File: config.mk
export PLATFORM = sky130hd
export DESIGN_NAME = board_status_ctrl
export DESIGN_NICKNAME = d
export VERILOG_FILES = /design/src/rtl/board_status_ctrl.sv
export SDC_FILE = /design/constraint.sdc
export NUM_CORES = 1
export LEC_CHECK = 0
export CORE_MARGIN = 2
export CORE_UTILIZATION = 37
export DETAILED_ROUTE_END_ITERATION = 10
export PLACE_DENSITY_LB_ADDON = 0.12
export SLEW_MARGIN = 20
export SYNTH_ARGS = -nofsm -noshare
export SYNTH_HDL_FRONTEND = slang
export SYNTH_SLANG_ARGS = --single-unit
File: constraint.sdc
create_clock -name clk -period 3.8 [get_ports clk]
set_clock_uncertainty 0.1 [all_clocks]
set_input_delay 0.95 -clock clk [delete_from_list [all_inputs] [get_ports clk]]
set_output_delay 0.95 -clock clk [all_outputs]
set_load 0.01 [all_outputs]
File: src/rtl/board_status_ctrl.sv
// Board supervisor: button debounce, PLL-lock reset sequencing, heartbeat and per-channel LED modes.
// Optional feature: define LED_LOCKLOSS_EN to add a sticky lock-loss indicator on the top LED.
module board_status_ctrl #(
    parameter int unsigned NUM_LEDS        = 4,
    parameter int unsigned HB_BIT          = 23,
    parameter int unsigned DEBOUNCE_CYCLES = 100000,
    parameter int unsigned RST_HOLD_CYCLES = 16,
    parameter int unsigned PWM_BITS        = 4
) (
    input  logic                  clk,
    input  logic                  rst,
    input  logic                  clk_locked,
    input  logic                  btn_in,
    input  logic [NUM_LEDS-1:0]   cpu_leds,
    input  logic [2*NUM_LEDS-1:0] led_mode,
    input  logic [PWM_BITS-1:0]   pwm_duty,
    output logic                  cpu_rst,
    output logic                  hb_out,
    output logic [NUM_LEDS-1:0]   led,
    output logic [1:0]            rst_state
);

    localparam int unsigned DB_W   = $clog2(DEBOUNCE_CYCLES + 1);
    localparam int unsigned HOLD_W = $clog2(RST_HOLD_CYCLES + 1);
    localparam int unsigned CNT_W  = HB_BIT + 1;

    typedef enum logic [1:0] {
        ST_HOLD = 2'b00,
        ST_WAIT = 2'b01,
        ST_RUN  = 2'b10
    } state_t;

    logic              btn_meta;
    logic              btn_sync;
    logic              btn_db;
    logic [DB_W-1:0]   db_cnt;

    state_t            state_q;
    state_t            state_d;
    logic [HOLD_W-1:0] hold_q;
    logic [HOLD_W-1:0] hold_d;
    logic              abort;

    logic [CNT_W-1:0]    hb_cnt;
    logic [PWM_BITS-1:0] pwm_cnt;
    logic                pwm_on;
    logic [NUM_LEDS-1:0] led_d;

    // Synchronizer plus debounce: accept a new level only after it persists.
    always_ff @(posedge clk) begin
        if (rst) begin
            btn_meta <= 1'b0;
            btn_sync <= 1'b0;
            btn_db   <= 1'b0;
            db_cnt   <= '0;
        end else begin
            btn_meta <= btn_in;
            btn_sync <= btn_meta;
            if (btn_sync == btn_db) begin
                db_cnt <= '0;
            end else if (db_cnt == DB_W'(DEBOUNCE_CYCLES - 1)) begin
                btn_db <= btn_sync;
                db_cnt <= '0;
            end else begin
                db_cnt <= db_cnt + DB_W'(1);
            end
        end
    end

    // Reset sequencer state register; cpu_rst follows next-state so both move together.
    always_ff @(posedge clk) begin
        if (rst) begin
            state_q <= ST_HOLD;
            hold_q  <= '0;
            cpu_rst <= 1'b1;
        end else begin
            state_q <= state_d;
            hold_q  <= hold_d;
            cpu_rst <= (state_d != ST_RUN);
        end
    end

    // Reset sequencer next-state: any abort falls back to HOLD and restarts the hold-off.
    always_comb begin
        state_d = state_q;
        hold_d  = hold_q;
        abort   = !clk_locked || btn_db;
        case (state_q)
            ST_HOLD: begin
                if (clk_locked && !btn_db) begin
                    state_d = ST_WAIT;
                    hold_d  = HOLD_W'(RST_HOLD_CYCLES - 1);
                end
            end
            ST_WAIT: begin
                if (abort) begin
                    state_d = ST_HOLD;
                end else if (hold_q == '0) begin
                    state_d = ST_RUN;
                end else begin
                    hold_d = hold_q - HOLD_W'(1);
                end
            end
            ST_RUN: begin
                if (abort) begin
                    state_d = ST_HOLD;
                end
            end
            default: state_d = ST_HOLD;
        endcase
    end

    assign rst_state = state_q;

    // Free-running heartbeat and PWM counters; they ignore cpu_rst so the clock is always visible.
    always_ff @(posedge clk) begin
        if (rst) begin
            hb_cnt  <= '0;
            pwm_cnt <= '0;
            hb_out  <= 1'b0;
        end else begin
            hb_cnt  <= hb_cnt + CNT_W'(1);
            pwm_cnt <= pwm_cnt + PWM_BITS'(1);
            hb_out  <= hb_cnt[HB_BIT];
        end
    end

    assign pwm_on = (pwm_cnt < pwm_duty);

`ifdef LED_LOCKLOSS_EN
    logic lockloss_q;

    // Sticky: once lock drops while running, only a full reset clears the indication.
    always_ff @(posedge clk) begin
        if (rst) begin
            lockloss_q <= 1'b0;
        end else if (!clk_locked && (state_q == ST_RUN)) begin
            lockloss_q <= 1'b1;
        end
    end
`endif

    // Per-channel mode decode; CPU-driven modes stay dark while the CPU is held in reset.
    always_comb begin
        led_d = '0;
        for (int i = 0; i < NUM_LEDS; i++) begin
            case (led_mode[2*i +: 2])
                2'd0:    led_d[i] = 1'b0;
                2'd1:    led_d[i] = cpu_leds[i] & !cpu_rst;
                2'd2:    led_d[i] = hb_cnt[HB_BIT];
                default: led_d[i] = cpu_leds[i] & pwm_on & !cpu_rst;
            endcase
        end
`ifdef LED_LOCKLOSS_EN
        if (lockloss_q) begin
            led_d[NUM_LEDS-1] = hb_cnt[HB_BIT-2];
        end
`endif
    end

    always_ff @(posedge clk) begin
        if (rst) begin
            led <= '0;
        end else begin
            led <= led_d;
        end
    end

endmodule

======== Word-level counts from Yosys, hierarchy flattened ========
Cells that the tools add are included.
storage, ports and cells
  register bits after elaboration ......... 61
  bits in latches ......................... 0
  memory bits (writable) .................. 0
  bits in read-only memories .............. 0
  bits of input ports ..................... 20
  output and inout bits ................... 8
  word-level logic and storage cells ...... 73
  memories ................................ 0
operators by class
  add/sub/neg operators ................... 4
  multiply operators ...................... 0
  divide/modulo/power cells ............... 0
  order comparisons ....................... 1
  equality and inequality tests ........... 16
  shift operators ......................... 0
  muxes and demuxes ....................... 13
  bitwise gates (word level) .............. 13
  reduce and logical (&&, ||, !) cells .... 15
operators with widths
  operator                 count
  $add A24 B1 Y24 const B  1
  $add A17 B1 Y17 const B  1
  $eq A17 B17 Y1 const B   1
  $mux W5                  3
  $and A1 B1 Y1            12
  $pmux W1 S3              4
  $eq A2 B1 Y1 const B     5
  $eq A2 B2 Y1 const B     5
  $logic_not A2 Y1         5
  $pmux W5 S2              1
  $mux W2                  4
  $ne A2 B2 Y1 const B     4
  $pmux W2 S3              1
  $logic_not A5 Y1         1
  $sub A5 B1 Y5 const B    1
  $add A4 B1 Y4 const B    1
  $lt A4 B4 Y1             1
  $reduce_and A4 Y1        1
  $logic_not A1 Y1         3
  $reduce_or A3 Y1         1
  $reduce_and A2 Y1        1
  $reduce_bool A2 Y1       1
  $eq A1 B1 Y1             1
  $logic_and A1 B1 Y1      1
  2 further kinds          2

======== Depth between registers and ports, before layout ========
Gate-level depths: netlist of run 1.
  word-level depth ........................ 5
  mapped depth ............................ 6
  depth with buffers taken out ............ 6

======== Least setup slack after synthesis of run 1 ========
No wires, ideal clock.
  path kind ............................... input to register
  start ................................... input port pwm_duty[1]
  end ..................................... register led[0]
  arrival time ............................ 2.153 ns
  setup slack ............................. 1.472 ns
  stages on the path ...................... 5
  buffers on the path ..................... 0
  path through ............................ inv_1 ha_1 a2111oi_0 nor3b_1 o22ai_1
between the ends
  word-level cells in the longest chain between the ends .. 4
ends and longest elaborated chain
  element                      line  RTL
  start, declared              16    input logic [PWM_BITS-1:0] pwm_duty,
  $lt A4 B4 Y1                 128   assign pwm_on = (pwm_cnt < pwm_duty);
  $and A1 B1 Y1 (2 in series)  151   default: led_d[i] = cpu_leds[i] & pwm_on & !cpu_rst;
  $pmux W1 S3                  147   case (led_mode[2*i +: 2])
  end signal, assigned         165   led <= led_d;
  end, declared                19    output logic [NUM_LEDS-1:0] led,
No other way between the ends.
A chain may end at the register's enable or synchronous reset.

======== Worst setup path in the final report of run 1 ========
  start ................................... register state_q[0], in the netlist rst_state[0]
  end ..................................... output port rst_state[0]
RTL lines
  element                 line  RTL
  start, declared         38    state_t state_q;
  start signal, assigned  77    state_q <= state_d;
  end, declared           20    output logic [1:0] rst_state
No word-level cell between the ends.

==> flow_metrics.py, run 1 <==
metrics = {
    "status": {
        "status": "finished clean",
    },
    "die": {
        "die_y_um": 89.29,
        "initial_utilization_pct": 37.71,
        "dieArea_um2": 7972,
        "pin_count": 28,
        "dieWidth_um": 89.29,
        "placement_rows": 31,
        "core_um2": 7137,
    },
    "logic_synthesis": {
        "ys_top_cells_by_count": "dfxtp_1 (61), nor2_1 (37), nand2_1 (21), nand3_1 (18), xor2_1 (17)",
        "netlist_instances": 304,
        "synth-async-reset-ratio_pct": 0,
        "ys_warn_count": 0,
        "synth.most_common_cell": "dfxtp_1",
        "synth_area_leaders": "dfxtp_1 (45%), xor2_1 (5.5%), nor2_1 (5.2%)",
        "synth_top_cell_by_area": "dfxtp_1",
        "synth_edf_count": 0,
        "netlist_area_um2": 2691,
        "synth_nets": 332,
        "synth_seq_cells": 61,
        "seq_area_frac_synth_pct": 45.37,
        "synth.distinct_cells": 38,
        "yosys.area.top_type_share_pct": 45.37,
        "synth_area_per_cell_um2": 8.853,
        "ys.flop_type": "dfxtp_1",
    },
    "grt": {
        "grt_usage_pct": 14.79,
        "grt_max_degree": 41,
        "grt_pass1_wl_um": 8956,
        "overflow": 0,
        "grt_pass1_vias": 1924,
        "antenna_found_initial": 0,
    },
    "routing": {
        "totalWireLength_um": 5352,
        "via_per_inst": 4.945,
        "drt_iter0_drc": 99,
        "ant_nets": 0,
        "firstDrtPassIters": 4,
        "avgRoutedWirePerCell_um": 12.16,
        "drcViolationCount": 0,
        "vias": 2176,
    },
    "worst_setup_path": {
        "rrSetupSlack_ps": 1730,
        "regToRegEndpoint": "hold_q[2]",
        "cp_num_buf_inv": 1,
        "crit_family": "buffers and inverters",
        "cp.arrival_ps": 1410,
        "cp-start-kind": "register",
        "max_stage_delay_ps": 590,
        "crit_start": "rst_state[0]",
        "reg2reg_depth": 6,
        "cpMaxStageDelayCell": "clkdlybuf4s50_1",
        "crit_chain": "clkdlybuf4s50_1",
        "worstPathRequired_ps": 2750,
        "path_depth": 1,
        "critical_path_class": "register to primary output",
        "crit_fanout": 8,
        "r2r_start": "hold_q[0]",
        "endpoint": "rst_state[0]",
        "critPathCaptureType": "primary output",
    },
    "sta": {
        "finalSetupViolations": 0,
        "worst_slew_pin_slew_ps": 1015,
        "period_minus_slack_ps": 2456,
        "fin_ws_ps": 1344,
        "min_period_over_period_pct": 64.63,
        "slew-limit-headroom_pct": 31.35,
        "tns_ps": 0,
        "finalHoldViolations": 0,
        "clock.fmax_mhz": 407.2,
        "rsz0062_at_grt": "false",
        "maxSlewViolCount": 0,
    },
    "clock_tree": {
        "cts_buffer_depth": 2,
        "path_clk_slew_ps": 60,
        "clock_latency_ps": 340,
        "cts_tree": "done",
        "clock_sinks": 61,
        "ctsRootBufferMaster": "clkbuf_8",
        "cts_made_buffers": 9,
        "cts_hold_buffers": 0,
        "postCtsSetupBuffers": 0,
        "h-tree-depth": 3,
        "cts_resized": 0,
    },
    "finish": {
        "syn_to_final_growth_pct": 21.11,
        "fillers": 759,
        "layout-drive-gt1-share_pct": 5.865,
        "diodes": 0,
        "fin_util_pct": 45.67,
        "layout.nets": 364,
        "design_area_um2": 3259,
    },
    "placement": {
        "gp_congestion": 0.7874,
        "place_ws_ps": 1078,
        "hpwl_um": 3597,
        "io_buffers": 27,
        "place_area_um2": 3067,
    },
    "power_and_ir_drop": {
        "vdd_drop_max_v": 0.0002161,
        "p_leak_uw": 0.001092,
        "power_density_nw_per_um2": 403.0,
        "total_power_uw": 1314,
    },
    "worst_hold_path": {
        "hold_class": "register to register",
        "worstHoldStart": "btn_meta",
    },
    "flow_run": {
        "drv_cap": 0,
    },
}
[sequential cells by signal, summed over array words and instances (netlist names)]
register / count
btn_db: 1
btn_meta: 1
btn_sync: 1
cpu_rst: 1
db_cnt: 17
hb_cnt: 24
hb_out: 1
hold_q: 5
led: 4
pwm_cnt: 4
rst_state: 2
[worst min-delay path by stage]
stage	endpoint	cells past startpoint
2_1_floorplan	btn_sync	1
3_3_place_gp	btn_sync	1
3_5_place_dp	btn_sync	1
4_1_cts	btn_sync	1
5_1_grt	btn_sync	1
6_report	btn_sync	1
[kinds of logic (layout without fill, tap and decap cells)]
family,after synthesis,count (layout),synth area share (%)
xor+xnor,28,28,9.112
fa+ha+maj,8,8,3.719
flops,61,61,45.37
simple gates,147,147,29.71
buf+inv,17,54,2.511
compound gates,42,42,9.205
mux,1,1,0.3719
[stage by stage]
| stage | std cells | hold slack (ps) |
|---|---|---|
| 2_1_floorplan | 304 | 313.8 |
| 3_3_place_gp | 424 | 317.0 |
| 3_5_place_dp | 424 | 329.7 |
| 4_1_cts | 440 | 345.9 |
| 5_1_grt | 440 | 362.3 |
| 6_report | 440 | 336.9 |
[power by group]
| part | switching, µW | internal [µW] | leakage [µW] | total [µW] |
|---|---|---|---|---|
| combinational | 37.2 | 44.8 | 0.000501 | 82.0 |
| clock | 251 | 319 | 0.0000964 | 569 |
| sequential | 10.6 | 652 | 0.000495 | 662 |
[area by class of cell]
type	instances	area, µm²	area share (%)
multi-input cells	226	1403	43.03
flip-flops and latches	61	1221	37.47
repair buffers	29	285.3	8.752
clock buffers	12	145.1	4.453
well taps	99	123.9	3.800
clock inverters	4	47.55	1.459
inverters	9	33.78	1.036
[layout by cell type (no fill, tap or decap), types with 2 or more instances in the layout]
cell	count
nor2b_1	6
nand2b_1	5
nor2_1	37
nand2_1	21
nor4_1	5
inv_1	9
o21ai_0	10
clkinv_2	2
o22ai_1	4
nand3_1	18
and2_1	2
dfxtp_1	61
clkdlybuf4s50_1	27
clkbuf_1	2
o31ai_1	7
a21oi_1	16
or4_1	5
and4_1	5
clkbuf_8	10
or3_1	10
buf_4	2
and3_1	2
nor4b_1	3
nor3_1	2
a211oi_1	2
xnor2_1	11
nor3b_1	6
xor2_1	17
ha_1	8
nand4_1	13
[per-layer routing]
layer | routed length [µm] | track usage (%) | up-vias
met4 | 123 | 7.734 | 0
met2 | 2385 | 23.03 | 34
li1 | - | - | 1151
met1 | 2584 | 18.17 | 981
met3 | 260 | 4.894 | 10
met5 | 0 | 0 | -
Note: power is estimated with default switching activity, not from simulation.
==> inputs of run 2 (changes only) <==
clock period = 2.1 ns   (was 3.8 ns; I/O delays follow)
==> run 2 against run 1 <==
Net effect: clock-buffer cell count increased by 2; first-iteration DRC count shrank 27%; sequential share of layout area decreased by 1.1 points; worst hold slack got worse by 1.6 ps; die area stayed put; register-to-register slack got worse by 1600 ps; sequential power grew 81%; wire length is 0.75% higher; power rose by 75%; critical path depth is the same; final cell count grew 3.2%; clock power rose by 64%; critical path type unchanged; largest power group unchanged.
==> flow_metrics.py, run 2 (synthesis gave the netlist of run 1 again) <==
metrics = {
    "worst_setup_path": {
        "critPathCaptureType": "primary output",
        "crit_family": "buffers and inverters",
        "cp-start-kind": "register",
        "cp_num_buf_inv": 1,
        "max_stage_delay_ps": 590,
        "crit_start": "rst_state[0]",
        "critical_path_class": "register to primary output",
        "crit_fanout": 8,
        "worstPathRequired_ps": 1470,
        "cpMaxStageDelayCell": "clkdlybuf4s50_1",
        "r2r_start": "hb_cnt[12]",
        "cp.arrival_ps": 1390,
        "crit_chain": "clkdlybuf4s50_1",
    },
    "finish": {
        "final_cell_mix": "dfxtp_1 (61), nor2_1 (37), clkdlybuf4s50_1 (27), nand2_1 (21), nand3_1 (18)",
        "layout.nets": 379,
        "layout-drive-gt1-share_pct": 9.577,
        "largest_reg_flops": 24,
        "regMostFlops": "hb_cnt",
        "syn_to_final_growth_pct": 24.73,
        "diodes": 0,
        "fillers": 724,
        "fin_util_pct": 47.04,
        "reg_top3": "hb_cnt: 24 flops, db_cnt: 17 flops, hold_q: 5 flops",
        "design_area_um2": 3357,
        "layout_commonest_cell": "dfxtp_1",
    },
    "routing": {
        "avgRoutedWirePerCell_um": 11.88,
        "firstDrtPassIters": 4,
        "vias": 2227,
        "via_per_inst": 4.905,
        "drt_iter0_drc": 72,
        "drcViolationCount": 0,
        "ant_nets": 0,
        "totalWireLength_um": 5392,
    },
    "clock_tree": {
        "cts_resized": 0,
        "cts_tree": "done",
        "clock_latency_ps": 330,
        "cts_hold_buffers": 0,
        "h-tree-depth": 3,
        "ctsRootBufferMaster": "clkbuf_8",
        "path_clk_slew_ps": 60,
        "cts_made_buffers": 9,
        "postCtsSetupBuffers": 0,
        "clock_sinks": 61,
        "cts_buffer_depth": 2,
    },
    "grt": {
        "grt_pass1_vias": 2132,
        "antenna_found_initial": 0,
        "overflow": 0,
        "grt_pass1_wl_um": 9156,
        "grt_max_degree": 18,
        "grt_usage_pct": 14.92,
    },
    "die": {
        "dieWidth_um": 89.29,
        "initial_utilization_pct": 37.71,
        "core_um2": 7137,
        "dieArea_um2": 7972,
        "die_y_um": 89.29,
        "pin_count": 28,
        "placement_rows": 31,
    },
    "sta": {
        "finalHoldViolations": 0,
        "min_period_over_period_pct": 95.83,
        "period_minus_slack_ps": 2012,
        "rsz0062_at_grt": "false",
        "tns_ps": 0,
        "fin_ws_ps": 87.66,
        "slew-limit-headroom_pct": 72.80,
        "maxSlewViolCount": 0,
        "clock.fmax_mhz": 496.9,
        "finalSetupViolations": 0,
        "worst_slew_pin_slew_ps": 397.7,
    },
    "status": {
        "status": "finished clean",
    },
    "placement": {
        "place_ws_ps": -130.0,
        "place_area_um2": 3179,
        "hpwl_um": 3843,
        "io_buffers": 27,
        "gp_congestion": 0.7644,
    },
    "power_and_ir_drop": {
        "vdd_drop_max_v": 0.0004239,
        "power_density_nw_per_um2": 684.7,
        "p_leak_uw": 0.001160,
    },
    "flow_run": {
        "drv_cap": 0,
    },
    "worst_hold_path": {
        "worstHoldStart": "btn_meta",
        "hold_class": "register to register",
    },
}
run 2: changes by cell type in the layout (fill, tap and decap cells not counted), sizes merged:
cell,previous run,this run
clkbuf,12,14
clkinvlp,1,0
clkinv,2,1
bufinv,1,0
buf,2,17
run 2: metal layers:
layer	GRT usage (%)	vias up	part of all wire (%)	routed length, µm
met4	8.141	0	1.9	101
met1	17.16	999	49	2630
li1	-	1182	-	-
met5	0	-	0	0
met3	4.155	10	4.2	229
met2	25.05	36	45	2431
run 2: worst paths after layout:
| check | endpoint | slack, ps | cells after the start |
|---|---|---|---|
| min | btn_sync | 340 | 1 |
| max | rst_state[0] | 90 | 1 |
| min reg2reg | btn_sync | 340 | 1 |
| max reg2reg | hb_cnt[21] | 160 | 4 |
run 2: metrics by stage:
stage	hold WS, ps	instances	power (µW)
final	335.3	454	2298
after CTS	343.1	454	2335
after floorplan	313.8	304	1303
after global placement	321.7	439	1391
after detailed placement	328.8	439	1391
after global routing	375.4	454	2409
run 2: worst register-to-register path, cell delays in order, from the launching register on:
cell and delay [ps]:
dfxtp_1 370, nand4_1 130, or4_4 590, or4_1 520, a21oi_1 160
run 2: area by class of cell:
cell class	count	area (µm²)	area share [%]
Timing Repair Buffer	44	397.9	11.85
Inverter	9	33.78	1.006
Clock buffer	14	172.7	5.144
Clock inverter	1	5.005	0.1491
Multi-Input combinational cell	226	1403	41.78
Sequential cell	61	1221	36.38
Tap cell	99	123.9	3.690
run 2: report_power, final:
| part | internal (µW) | switching (µW) |
|---|---|---|
| clock | 518 | 416 |
| sequential | 1180 | 19.8 |
| combinational | 94.7 | 70.6 |
| total | 1790 | 506 |
